$ cat src/rtl/lspc_pixel_timer_pkg.sv
// Shared constants and types for the LSPC2 pixel timer: MODE field layout and PAL border defaults.
package lspc_pixel_timer_pkg;

    // CPU_DATA bit where the 4-bit MODE field starts on a $3C0006 write
    localparam int MODE_DATA_LSB = 4;

    localparam logic [8:0] STOP_TOP_DEF = 9'h010;
    localparam logic [8:0] STOP_BOT_DEF = 9'h0F0;

    // Packed so that field order matches CPU_DATA[7:4] (MSB first)
    typedef struct packed {
        logic auto_reload;
        logic reload_on_vbl;
        logic reload_on_low;
        logic irq_en;
    } mode_t;

endpackage

$ cat src/rtl/lspc_timer_core.sv
// 32-bit loadable down-counter that parks at zero and reports zero combinationally.
module lspc_timer_core (
    input  logic        clk,
    input  logic        rst,
    input  logic        load,
    input  logic [31:0] load_value,
    input  logic        enable,
    output logic [31:0] count,
    output logic        zero
);

    assign zero = (count == '0);

    // NOTE: sequential state uses non-blocking assignments so every register samples pre-edge values.
    always_ff @(posedge clk) begin
        if (rst) begin
            count <= '0;
        end else if (load) begin
            count <= load_value;
        end else if (enable && !zero) begin
            count <= count - 32'd1;
        end
    end

endmodule

$ cat src/rtl/lspc_pixel_timer.sv
// LSPC2 programmable pixel timer: CPU/vblank/auto reload, IRQ pulse on underflow.
// Optional PAL border stop is built when LSPC_TIMER_PAL_STOP_EN is defined.
module lspc_pixel_timer
    import lspc_pixel_timer_pkg::*;
#(
    parameter logic       VMODE    = 1'b0,
    parameter logic [8:0] STOP_TOP = STOP_TOP_DEF,
    parameter logic [8:0] STOP_BOT = STOP_BOT_DEF
) (
    input  logic        CLK_24M,
    input  logic        RESET,
    input  logic        PIX_CE,
    input  logic [15:0] CPU_DATA,
    input  logic        WR_LSPC_MODE,
    input  logic        WR_TIMER_HIGH,
    input  logic        WR_TIMER_LOW,
    input  logic        WR_TIMER_STOP,
    input  logic        VBL_START,
    input  logic [8:0]  RASTER_LINE,
    output logic        TIMER_IRQ,
    output logic [31:0] TIMER_COUNT
);

    mode_t       mode;
    logic [31:0] load_val;
    logic        armed;
    logic        frozen;
    logic        tick;
    logic        expire;
    logic        cpu_reload;
    logic        vbl_reload;
    logic        core_load;
    logic [31:0] core_value;
    logic        zero;

`ifdef LSPC_TIMER_PAL_STOP_EN
    logic stop;

    always_ff @(posedge CLK_24M) begin
        if (RESET) begin
            stop <= 1'b0;
        end else if (WR_TIMER_STOP) begin
            stop <= CPU_DATA[0];
        end
    end

    assign frozen = VMODE && stop &&
                    ((RASTER_LINE < STOP_TOP) || (RASTER_LINE >= STOP_BOT));
`else
    logic unused_stop;

    assign frozen      = 1'b0;
    assign unused_stop = ^{WR_TIMER_STOP, RASTER_LINE, VMODE, STOP_TOP, STOP_BOT};
`endif

    assign tick       = PIX_CE && !frozen;
    assign expire     = tick && zero && armed;
    assign cpu_reload = WR_TIMER_LOW && mode.reload_on_low;
    assign vbl_reload = VBL_START && mode.reload_on_vbl;

    // Reload source priority: CPU low write, then vblank, then auto reload on expiry
    // NOTE: every always_comb output gets a default first so no latch can be inferred.
    always_comb begin
        core_load  = 1'b1;
        core_value = load_val;
        if (cpu_reload) begin
            core_value = {load_val[31:16], CPU_DATA};
        end else if (vbl_reload) begin
            core_value = load_val;
        end else if (expire && mode.auto_reload) begin
            core_value = load_val;
        end else begin
            core_load = 1'b0;
        end
    end

    // NOTE: reset is synchronous; every control register is cleared, including the pending IRQ.
    always_ff @(posedge CLK_24M) begin
        if (RESET) begin
            mode      <= '0;
            load_val  <= '0;
            armed     <= 1'b0;
            TIMER_IRQ <= 1'b0;
        end else begin
            TIMER_IRQ <= expire && mode.irq_en;
            if (WR_LSPC_MODE)  mode           <= mode_t'(CPU_DATA[MODE_DATA_LSB +: 4]);
            if (WR_TIMER_HIGH) load_val[31:16] <= CPU_DATA;
            if (WR_TIMER_LOW)  load_val[15:0]  <= CPU_DATA;
            // A reload re-arms even when it lands on the expiry edge
            if (cpu_reload || vbl_reload) begin
                armed <= 1'b1;
            end else if (expire && !mode.auto_reload) begin
                armed <= 1'b0;
            end
        end
    end

    lspc_timer_core u_core (
        .clk        (CLK_24M),
        .rst        (RESET),
        .load       (core_load),
        .load_value (core_value),
        .enable     (tick),
        .count      (TIMER_COUNT),
        .zero       (zero)
    );

endmodule
$ cat config.mk
export PLATFORM = sky130hd
export DESIGN_NAME = lspc_pixel_timer
export DESIGN_NICKNAME = d
export VERILOG_FILES = /design/src/rtl/lspc_pixel_timer_pkg.sv /design/src/rtl/lspc_timer_core.sv /design/src/rtl/lspc_pixel_timer.sv
export SDC_FILE = /design/constraint.sdc
export NUM_CORES = 1
export LEC_CHECK = 0
export CORE_MARGIN = 8
export CORE_UTILIZATION = 55
export DETAILED_ROUTE_END_ITERATION = 12
export GPL_TIMING_DRIVEN = 0
export PLACE_DENSITY = 0.89
export SLEW_MARGIN = 40
export SYNTH_ARGS = -nofsm -noshare
export SYNTH_HDL_FRONTEND = slang
export SYNTH_SLANG_ARGS = --single-unit
$ cat constraint.sdc
create_clock -name CLK_24M -period 4 [get_ports CLK_24M]
set_input_delay 0.4 -clock CLK_24M [delete_from_list [all_inputs] [get_ports CLK_24M]]
set_output_delay 0.4 -clock CLK_24M [all_outputs]
set_load 0.05 [all_outputs]
# After elaboration in Yosys (flattened, before gate mapping)
# Index checks and enable logic that the tools add are counted.
# word_totals
ff_bits	70
in_bits	33
out_inout_bits	33
word_cells	32
# op_classes
n_addsub	1
n_mux	8
n_reduce_logical	14
# op_table
cell	n
$mux 32	2
$logic_not 32->1	1
$sub 32x1->32 const B	1
$mux 16	1
$logic_and 1x1->1	8
$mux 1	5
$reduce_bool 2->1	2
$logic_not 1->1	2
$logic_or 1x1->1	1

# Logic depth before layout (Yosys ltp)
# Gate-level depths: netlist of run 1.
# logic_depth
depth_word	8
ltp_mapped	8
mapped_depth_nobuf	8

# By module
# From an unflattened synthesis of run 1, not the netlist that was laid out.
# unflattened
cells_unflattened	378
hier_area_um2	3595.9
# modules_own_cells
module	n_inst	cells_per_inst	area_each_um2	seq_area_each_um2
lspc_timer_core	1	233	1993.2	640.6
lspc_pixel_timer	1	145	1602.8	760.7

# Worst setup path after synthesis of run 1
# No wires, ideal clock.
# synth_path
kind	register to register
from	register u_core.count[0]
to	register u_core.count[24]
setup_ps	79
t_arrival_ps	2399
required_ps	3921
slack_ps	1521
stages_incl_launch_ff	9
path_buffers	0
synth_period_minus_slack_ps	2479
cell_sequence	dfxtp_1 inv_1 ha_1 or4b_4 nor4_2 nand2_2 nor4_2 xnor2_1 a211oi_2
# synth_between
elab_chain_len	8
elab_cells_between_ends	13
classes_between	add/sub: 1; mux: 5; reduce/logical: 7
# synth_rtl
element	line	rtl
start, declared	lspc_timer_core.sv:8	output logic [31:0] count,
start signal, assigned	lspc_timer_core.sv:19	count <= load_value;
start signal, assigned	lspc_timer_core.sv:21	count <= count - 32'd1;
parallel branches: the longest is 8 deep, another holds $sub 32x1->32	n/a	
# Parallel ways; which one is timed is not known. The select of a mux whose other input is x is not followed.
# A chain may end at the register's enable or synchronous reset.

# Final worst setup path of run 1
# layout_path
from	register u_core.count[0]
to	register u_core.count[28]
# Same word-level chain as after synthesis.

==> results of run 1 <==
cell usage in the layout, fill, tap and decap left out, types with 4 or more instances in the layout:
| master | synthesis | final |
|---|---|---|
| a211oi_1 | 12 | 12 |
| a211oi_2 | 4 | 4 |
| a21oi_1 | 7 | 7 |
| a31oi_1 | 4 | 4 |
| and2_1 | 5 | 5 |
| and3_1 | 4 | 4 |
| clkbuf_1 | 11 | 11 |
| clkbuf_8 | 2 | 13 |
| clkdlybuf4s50_1 | 0 | 52 |
| dfxtp_1 | 70 | 70 |
| inv_1 | 5 | 5 |
| mux2_2 | 13 | 13 |
| mux2i_1 | 39 | 39 |
| nand2_1 | 24 | 24 |
| nand3_1 | 7 | 7 |
| nand4_1 | 5 | 5 |
| nor2_1 | 65 | 65 |
| nor3_1 | 13 | 13 |
| nor4_1 | 8 | 8 |
| o21ai_1 | 11 | 11 |
| o22ai_1 | 5 | 5 |
| o311ai_1 | 4 | 4 |
| xnor2_1 | 11 | 11 |
power groups by stage:
stage	clock, mW	sequential [mW]	combinational (mW)
after floorplan	0	1.09	0.580
after global placement	0	0.909	1.03
after detailed placement	0	0.914	1.05
after CTS	0.607	0.899	1.07
after global routing	0.636	0.915	1.14
final	0.610	0.904	1.08
sequential cells by signal, indices dropped and copies added, names as in the netlist:
register	count
u_core.count	32
TIMER_IRQ	1
armed	1
load_val	32
mode	4
worst paths after layout:
kind         slack, ps  cells after the start               end       startpoint
max reg2reg       1270                      8  u_core.count[28]  u_core.count[0]
max               1270                      8  u_core.count[28]  u_core.count[0]
min                440                      3  u_core.count[25]            RESET
min reg2reg        500                      1         TIMER_IRQ            armed
stage by stage:
stage	setup slack (ps)	total power, mW	area [sq um]
final	1270	2.60	4520
after global routing	1180	2.69	4520
after CTS	1320	2.57	4520
after detailed placement	972	1.97	4310
after global placement	1000	1.94	4310
after floorplan	1520	1.67	3690
kinds of logic after synthesis:
kind of cell	share of synthesized area (%)
buffers and inverters	3.80
flip-flops	38.0
XOR/XNOR	3.09
multiplexers	15.2
AO/OA/AOI/OAI	13.5
AND/OR/NAND/NOR	25.8
adder cells (fa/ha/maj)	0.678
critical path: cells and delay by family, from the launching register on:
family | cells | cell delay (ps)
flip-flops | 1 | 390
adder cells (fa/ha/maj) | 1 | 320
AO/OA/AOI/OAI | 1 | 200
XOR/XNOR | 1 | 120
AND/OR/NAND/NOR | 4 | 1470
buffers and inverters | 1 | 140
area by class of cell:
class,count,area [sq um],area share (%)
timing repair buffer,53,526,11.6
multi-input combinational,299,2150,47.5
buffer,22,121,2.68
clock buffer,11,151,3.35
sequential,70,1400,31.0
inverter,5,18.8,0.415
tap,80,100,2.21
clock inverter,5,56.3,1.24
layer usage:
layer | wire length [microns] | vias to the layer above | GRT usage (%) | part of all wire [%]
met5 | 0 | - | 0 | 0
met4 | 388 | 0 | 11.8 | 3.5
met3 | 1000 | 43 | 4.48 | 9.0
met2 | 5320 | 238 | 36.6 | 48
met1 | 4370 | 1678 | 27.2 | 39
li1 | - | 1588 | - | -
==> results.sh, run 1 <==
export IMPL_status="finished, final reports clean"
export IMPL_synth_flop_cell="dfxtp_1"
export IMPL_synth_edf_count=0
export IMPL_required_ps=4280
export IMPL_clkSlewWorstSetupHoldPaths_ps=80
export IMPL_dp_hpwl_mm=8.01
export IMPL_period_minus_slack_ps=2730
export IMPL_areaGrowthSynthToFinish_pct=22.6
export IMPL_syn_nets=431
export IMPL_port_buffer_count=52
export IMPL_finalSetupViolations=0
export IMPL_cts_made_buffers=9
export IMPL_n_antenna_cell=0
export IMPL_fin_setup_tns_ps=0
export IMPL_drtIter0Drc=314
export IMPL_synth_top_area_cell="dfxtp_1"
export IMPL_finish_utilization_pct=68.1
export IMPL_vias=3547
export IMPL_p_leak_nw=1.78
export IMPL_hold_slack_ps=440
export IMPL_p_int_mw=1.51
export IMPL_min_path_type="input pin to flip-flop"
export IMPL_startpoint_type="flip-flop"
export IMPL_drive_gt1_share_pct=13.8
export IMPL_wirelength_mm=11.1
export IMPL_drv_cap=0
export IMPL_grtUsageTotal_pct=22.4
export IMPL_cp_max_fo=7
export IMPL_clock_skew_ps=7.69
export IMPL_crit_type="flip-flop to flip-flop"
export IMPL_power_density_mw_per_mm2=574
export IMPL_cpMaxStageDelayCell="or4b_4"
export IMPL_clkPwrFrac_pct=23.5
export IMPL_grt_pass1_vias=3350
export IMPL_die_w_microns=97.9
export IMPL_async_flop_share_pct=0
export IMPL_fin_cells=545
export IMPL_seq_area_frac_synth_pct=38.0
export IMPL_pwr_share_comb_pct=41.7
export IMPL_p_sw_mw=1.08
export IMPL_arrival_ps=3010
export IMPL_ir_worst_vdd_mv=0.301
export IMPL_clock_sinks=70
export IMPL_slew_violations=0
export IMPL_ctsHtreeMaxLevel=3
export IMPL_avgSynthCellArea_sq_um=9.32
export IMPL_die_area_sq_mm=0.00959
export IMPL_cts_resized=0
export IMPL_power_frac_seq_pct=34.8
export IMPL_place_gp_congestion=0.918
export IMPL_row_count=30
export IMPL_clk_path_buf_depth=2
export IMPL_hold_buffers=0
export IMPL_remaining_drc_errors=0
export IMPL_yosys_top_cells_count="dfxtp_1, nor2_1, mux2i_1"
export IMPL_max_stage_delay_ps=530
export IMPL_ys_ff_latch=70
export IMPL_slew_headroom_pct=47.2
export IMPL_cp_cell_sequence="inv_1 > ha_1 > or4b_4 > nor4_2 > nand2_2 > nor4b_2 > xnor2_1 > a211oi_2"
export IMPL_antenna_found_initial=0
export IMPL_netSwitchingFraction_pct=41.8
export IMPL_detail_route_wl_per_cell_microns=20.3
export IMPL_start_util_pct=55.5
export IMPL_yosys_warnings=0
export IMPL_fmax_ghz=0.367
export IMPL_synth_most_common_cell="dfxtp_1"
export IMPL_syn_instance_count=396
export IMPL_cp_end_kind="flip-flop"
export IMPL_die_y_microns=97.9
export IMPL_core_area_sq_mm=0.00664
export IMPL_synth_top_area_share_pct=38.0
export IMPL_rsz0062_at_grt="no"
export IMPL_nFillCells=501
export IMPL_clock_latency_ps=360
export IMPL_cts_setup_buffers=0
export IMPL_boundaryPins=66
export IMPL_viasPerCell=6.51
export IMPL_root_buffer="clkbuf_8"
export IMPL_finalHoldViolCount=0
export IMPL_place_inst=528
export IMPL_max_slew_worst_pin_slew_ps=792
export IMPL_ys_types=70
export IMPL_grt_max_degree=13
export IMPL_cts_tree="yes"
export IMPL_grt_pass1_wl_mm=17.1
export IMPL_syn_area_sq_mm=0.00369
export IMPL_period_share_pct=68.2
export IMPL_overflow=0
export IMPL_synth_area_top_cells="dfxtp_1, mux2i_1, nor2_1"
export IMPL_final_nets=495
export IMPL_first_pass_iters=6
export IMPL_antenna_left=0
Power figures use the tool's default switching activity.
==> run 2: changes to the inputs <==
CORE_UTILIZATION = 48   (was 55)
PLACE_DENSITY = 0.83   (was 0.89)
clock period = 2.49 ns   (was 4 ns; I/O delays follow)
==> run 2 against run 1 <==
Against the previous run: global-route usage is 2.7 points lower; clock skew is 3.1 ps higher; combinational power is 69% higher; total power is 64% higher; sequential share of layout area is 0.94 points lower; first-iteration DRC count is 7.0% higher; critical path depth stayed put; highest routed layer unchanged; utilization is 6.4 points lower; final cell count is 4.6% higher; sequential power is 63% higher.
==> results.sh, run 2 (synthesis gave the netlist of run 1 again) <==
export IMPL_arrival_ps=2740
export IMPL_route_met2_wl_mm=5.21
export IMPL_boundaryPins=66
export IMPL_dp_hpwl_mm=7.98
export IMPL_grtUsageTotal_pct=19.7
export IMPL_clkPwrFrac_pct=23.0
export IMPL_period_minus_slack_ps=2460
export IMPL_crit_type="flip-flop to flip-flop"
export IMPL_status="finished, final reports clean"
export IMPL_clkSlewWorstSetupHoldPaths_ps=80
export IMPL_max_slew_worst_pin_slew_ps=754
export IMPL_p_sw_mw=1.79
export IMPL_final_cell_mix="dfxtp_1, nor2_1, clkdlybuf4s50_1"
export IMPL_place_gp_congestion=0.947
export IMPL_cts_tree="yes"
export IMPL_cp_end_kind="flip-flop"
export IMPL_p_leak_nw=1.81
export IMPL_required_ps=2780
export IMPL_drtIter0Drc=336
export IMPL_n_antenna_cell=0
export IMPL_wl_met1_mm=4.53
export IMPL_hold_slack_ps=266
export IMPL_grt_pass1_wl_mm=17.0
export IMPL_fin_cells=570
export IMPL_cp_max_fo=7
export IMPL_ir_worst_vdd_mv=0.346
export IMPL_clock_skew_ps=10.7
export IMPL_clock_latency_ps=370
export IMPL_drv_cap=0
export IMPL_detail_route_wl_per_cell_microns=19.3
export IMPL_fmax_ghz=0.407
export IMPL_die_w_microns=104
export IMPL_antenna_left=0
export IMPL_top_regs="load_val: 32 flops, u_core.count: 32 flops, mode: 4 flops"
export IMPL_vias=3367
export IMPL_p_int_mw=2.47
export IMPL_overflow=0
export IMPL_ctsHtreeMaxLevel=3
export IMPL_row_count=32
export IMPL_viasPerCell=5.91
export IMPL_top_layer_used="met4"
export IMPL_remaining_drc_errors=0
export IMPL_areaGrowthSynthToFinish_pct=26.4
export IMPL_slew_headroom_pct=49.8
export IMPL_first_pass_iters=5
export IMPL_die_y_microns=104
export IMPL_root_buffer="clkbuf_8"
export IMPL_grt_max_degree=13
export IMPL_start_util_pct=48.8
export IMPL_power_density_mw_per_mm2=914
export IMPL_port_buffer_count=52
export IMPL_min_path_type="input pin to flip-flop"
export IMPL_final_common_cell="dfxtp_1"
export IMPL_die_area_sq_mm=0.0107
export IMPL_finalSetupViolations=0
export IMPL_core_area_sq_mm=0.00757
export IMPL_nFillCells=613
export IMPL_cts_made_buffers=9
export IMPL_drive_gt1_share_pct=15.6
export IMPL_hold_buffers=0
export IMPL_clock_sinks=70
export IMPL_wl_met3_microns=928
export IMPL_startpoint_type="flip-flop"
export IMPL_place_inst=550
export IMPL_grt_pass1_vias=3292
export IMPL_rsz0062_at_grt="yes"
export IMPL_final_nets=498
export IMPL_finalHoldViolCount=0
export IMPL_period_share_pct=98.6
export IMPL_clk_path_buf_depth=2
export IMPL_netSwitchingFraction_pct=42.0
export IMPL_antenna_found_initial=0
export IMPL_power_frac_seq_pct=34.4
export IMPL_pwr_share_comb_pct=42.6
export IMPL_wirelength_mm=11.0
export IMPL_slew_violations=0
==> run 2: metal layers <==
layer / vias to the layer above / global-route usage [%]
met3: 34 / 5.20
met1: 1564 / 24.3
met5: - / 0
li1: 1586 / -
met4: 0 / 10.1
met2: 183 / 30.8
==> run 2: final timing paths <==
kind                   start          endpoint  slack, ps  cells after the start
min                    RESET   u_core.count[7]        270                      4
max          u_core.count[0]  u_core.count[30]         30                      8
min reg2reg      load_val[8]       load_val[8]        490                      2
max reg2reg  u_core.count[0]  u_core.count[30]         30                      8
==> run 2: power groups by stage <==
| stage | registers, mW | logic, mW | clock network, mW |
|---|---|---|---|
| finish | 1.47 | 1.82 | 0.979 |
| global route | 1.49 | 1.92 | 1.03 |
| CTS | 1.45 | 1.72 | 0.992 |
| detailed placement | 1.47 | 1.69 | 0 |
| global placement | 1.46 | 1.67 | 0 |
| floorplan | 1.75 | 0.931 | 0 |
==> run 2: per-stage QoR <==
step | util (%) | TNS, ps | setup slack, ps | total power [mW] | area [sq um]
floorplan | - | 0 | 11.5 | 2.68 | 3690
global placement | 57.3 | -3030 | -403 | 3.13 | 4340
global route | 61.6 | -115 | -37.2 | 4.44 | 4660
CTS | 60.4 | -3.73 | -3.73 | 4.16 | 4570
finish | 61.6 | 0 | 34.3 | 4.26 | 4660
detailed placement | 57.3 | -3640 | -504 | 3.16 | 4340
==> run 2: area by class of cell <==
class                           instances  area [sq um]  share of cell area, %
Multi-Input combinational cell        299          2230                   47.9
Sequential cell                        70          1400                   30.0
Timing Repair Buffer                   56           551                   11.8
Clock buffer                           12           155                   3.33
Tap cell                              102           128                   2.74
Buffer                                 22           121                   2.60
Clock inverter                          4          55.1                   1.18
Inverter                                5          18.8                  0.402
==> run 2: worst max-delay path, cell delays in order (launching register included) <==
cell      delay, ps
dfxtp_1         390
inv_2           130
ha_4            180
or4b_4          510
nor4_4          380
nand2_2         180
nor3_1          260
xnor2_1         130
a211oi_1        230
==> run 2: what timing repair did <==
item	4_1_cts	5_1_grt
buffers inserted	0	4
pin swaps	0	4
endpoints found under the setup margin	5	32
gates resized for setup	3	10
==> run 3: changes to the inputs <==
ABC_AREA = 1   (was default)
CORE_UTILIZATION = 49   (was 48)
==> run 3 against run 2 <==
Against the previous run: clock-buffer cell count shrank 2; synthesized cell count grew 64%; die area grew 10%; worst hold slack gained 36 ps; routed wire length grew 25%; via count grew 34%; combinational power shrank 20%; global-route usage grew 4.5 points; final area grew 8.8%; register-to-register slack gained 270 ps; critical path type unchanged.
==> results.sh, run 3 <==
export IMPL_antenna_left=0
export IMPL_ys_types=34
export IMPL_areaGrowthSynthToFinish_pct=20.1
export IMPL_vias=4519
export IMPL_period_minus_slack_ps=2180
export IMPL_cp_max_fo=10
export IMPL_drv_cap=0
export IMPL_required_ps=2740
export IMPL_final_cell_mix="nand2_1, nor2_1, dfxtp_1"
export IMPL_min_path_type="input pin to flip-flop"
export IMPL_avgSynthCellArea_sq_um=6.51
export IMPL_grt_pass1_vias=4486
export IMPL_finalHoldViolCount=0
export IMPL_final_common_cell="nand2_1"
export IMPL_period_share_pct=87.6
export IMPL_cts_made_buffers=9
export IMPL_final_nets=749
export IMPL_status="finished, final reports clean"
export IMPL_dpl_worst_slack_ps=140
export IMPL_synth_top_area_cell="dfxtp_1"
export IMPL_startpoint_type="flip-flop"
export IMPL_antenna_found_initial=0
export IMPL_finalSetupViolations=0
export IMPL_ctsHtreeMaxLevel=3
export IMPL_place_gp_congestion=1.02
export IMPL_rsz0062_at_grt="no"
export IMPL_wirelength_mm=13.8
export IMPL_port_buffer_count=54
export IMPL_clock_latency_ps=360
export IMPL_n_antenna_cell=0
export IMPL_die_y_microns=109
export IMPL_cp_end_kind="flip-flop"
export IMPL_synth_area_top_cells="dfxtp_1, nand2_1, nor2_1"
export IMPL_grt_pass1_wl_mm=22.3
export IMPL_synth_most_common_cell="nand2_1"
export IMPL_fin_setup_tns_ps=0
export IMPL_synth_flop_cell="dfxtp_1"
export IMPL_ys_ff_latch=70
export IMPL_drtIter0Drc=339
export IMPL_core_area_sq_mm=0.00855
export IMPL_p_leak_nw=2.33
export IMPL_detail_route_wl_per_cell_microns=16.7
export IMPL_finish_utilization_pct=59.3
export IMPL_clkSlewWorstSetupHoldPaths_ps=80
export IMPL_syn_nets=684
export IMPL_synth_top_area_share_pct=33.2
export IMPL_seq_area_frac_synth_pct=33.2
export IMPL_ir_worst_vdd_mv=0.400
export IMPL_yosys_top_cells_count="nand2_1, nor2_1, dfxtp_1"
export IMPL_boundaryPins=66
export IMPL_synth_edf_count=0
export IMPL_max_slew_worst_pin_slew_ps=638
export IMPL_cts_setup_buffers=0
export IMPL_slew_violations=0
export IMPL_grtUsageTotal_pct=24.2
export IMPL_fin_ws_ps=308
export IMPL_syn_instance_count=649
export IMPL_die_area_sq_mm=0.0118
export IMPL_clock_skew_ps=12.6
export IMPL_crit_type="flip-flop to flip-flop"
export IMPL_syn_area_sq_mm=0.00422
export IMPL_final_area_sq_mm=0.00507
export IMPL_slew_headroom_pct=57.5
export IMPL_clock_sinks=70
export IMPL_cts_resized=0
export IMPL_power_density_mw_per_mm2=723
export IMPL_start_util_pct=49.4
export IMPL_arrival_ps=2430
export IMPL_dp_hpwl_mm=10.6
export IMPL_cts_tree="yes"
export IMPL_row_count=34
export IMPL_async_flop_share_pct=0
export IMPL_top_regs="load_val: 32 flops, u_core.count: 32 flops, mode: 4 flops"
export IMPL_grt_max_degree=14
export IMPL_fmax_ghz=0.458
export IMPL_overflow=0
export IMPL_placed_area_sq_mm=0.00490
export IMPL_clk_path_buf_depth=2
export IMPL_drive_gt1_share_pct=9.60
export IMPL_die_w_microns=109
export IMPL_yosys_warnings=0
export IMPL_root_buffer="clkbuf_8"
export IMPL_first_pass_iters=5
export IMPL_viasPerCell=5.46
export IMPL_remaining_drc_errors=0
export IMPL_hold_buffers=0
## run 3: cell count changes in the layout (fill, tap and decap cells not counted), moves of 12 or more
cell	change
nand2_1	+124
nor2_1	+57
inv_1	+55
o21ai_0	+54
mux2i_1	-38
nand4_1	+34
nand3_1	+30
a21oi_1	+23
a211oi_1	-12
nand2_2	+12
## run 3: kinds of logic after synthesis
kind of cell | count (synthesis) | share of synthesized area, %
multiplexers | 6 | 1.57
buffers and inverters | 91 | 10.8
adder cells (fa/ha/maj) | 2 | 0.592
AO/OA/AOI/OAI | 88 | 10.8
flip-flops | 70 | 33.2
AND/OR/NAND/NOR | 381 | 40.7
XOR/XNOR | 11 | 2.28
## run 3: power breakdown
group | switching (mW) | total [mW] | internal [mW]
Sequential | 0.133 | 1.35 | 1.22
Clock | 0.484 | 0.852 | 0.369
Combinational | 0.974 | 1.46 | 0.488
## run 3: per-layer routing
metal	global-route usage [%]	up-vias	wire length, microns
li1	-	2231	-
met2	40.2	195	6380
met4	10.7	0	571
met1	29.3	2046	5780
met3	5.32	47	1040
met5	0	-	0
## run 3: final timing paths
kind / start / end / slack [ps] / depth (start not counted)
worst max register to register: u_core.count[0] / u_core.count[8] / 310 / 11
worst min register to register: load_val[13] / load_val[13] / 480 / 2
worst max-delay path: u_core.count[0] / u_core.count[8] / 310 / 11
worst min-delay path: RESET / u_core.count[30] / 300 / 2
## run 3: critical path: stages (launching register included)
cell     delay, ps
dfxtp_1        360
inv_1           90
ha_1           210
nand2_1        110
nor2_1          70
nand2_2        120
nor2_4          70
nor2_2         360
buf_2          330
nand4_1        170
nand3_1        130
nor2_1          40
## run 3: final cells by class
class	count	area (sq um)
Timing Repair Buffer	54	541
Clock buffer	10	128
Multi-Input combinational cell	488	2360
Buffer	31	231
Sequential cell	70	1400
Fill cell	804	3480
Clock inverter	6	47.5
Inverter	60	225
Tap cell	108	135
## run 3: metrics by stage
| stage | power [mW] | cells | hold WS (ps) |
|---|---|---|---|
| final | 3.67 | 827 | 302 |
| after global routing | 3.89 | 827 | 321 |
| after CTS | 3.65 | 827 | 308 |
| after detailed placement | 2.81 | 811 | 452 |
| after global placement | 2.79 | 811 | 442 |
| after floorplan | 2.38 | 649 | 339 |
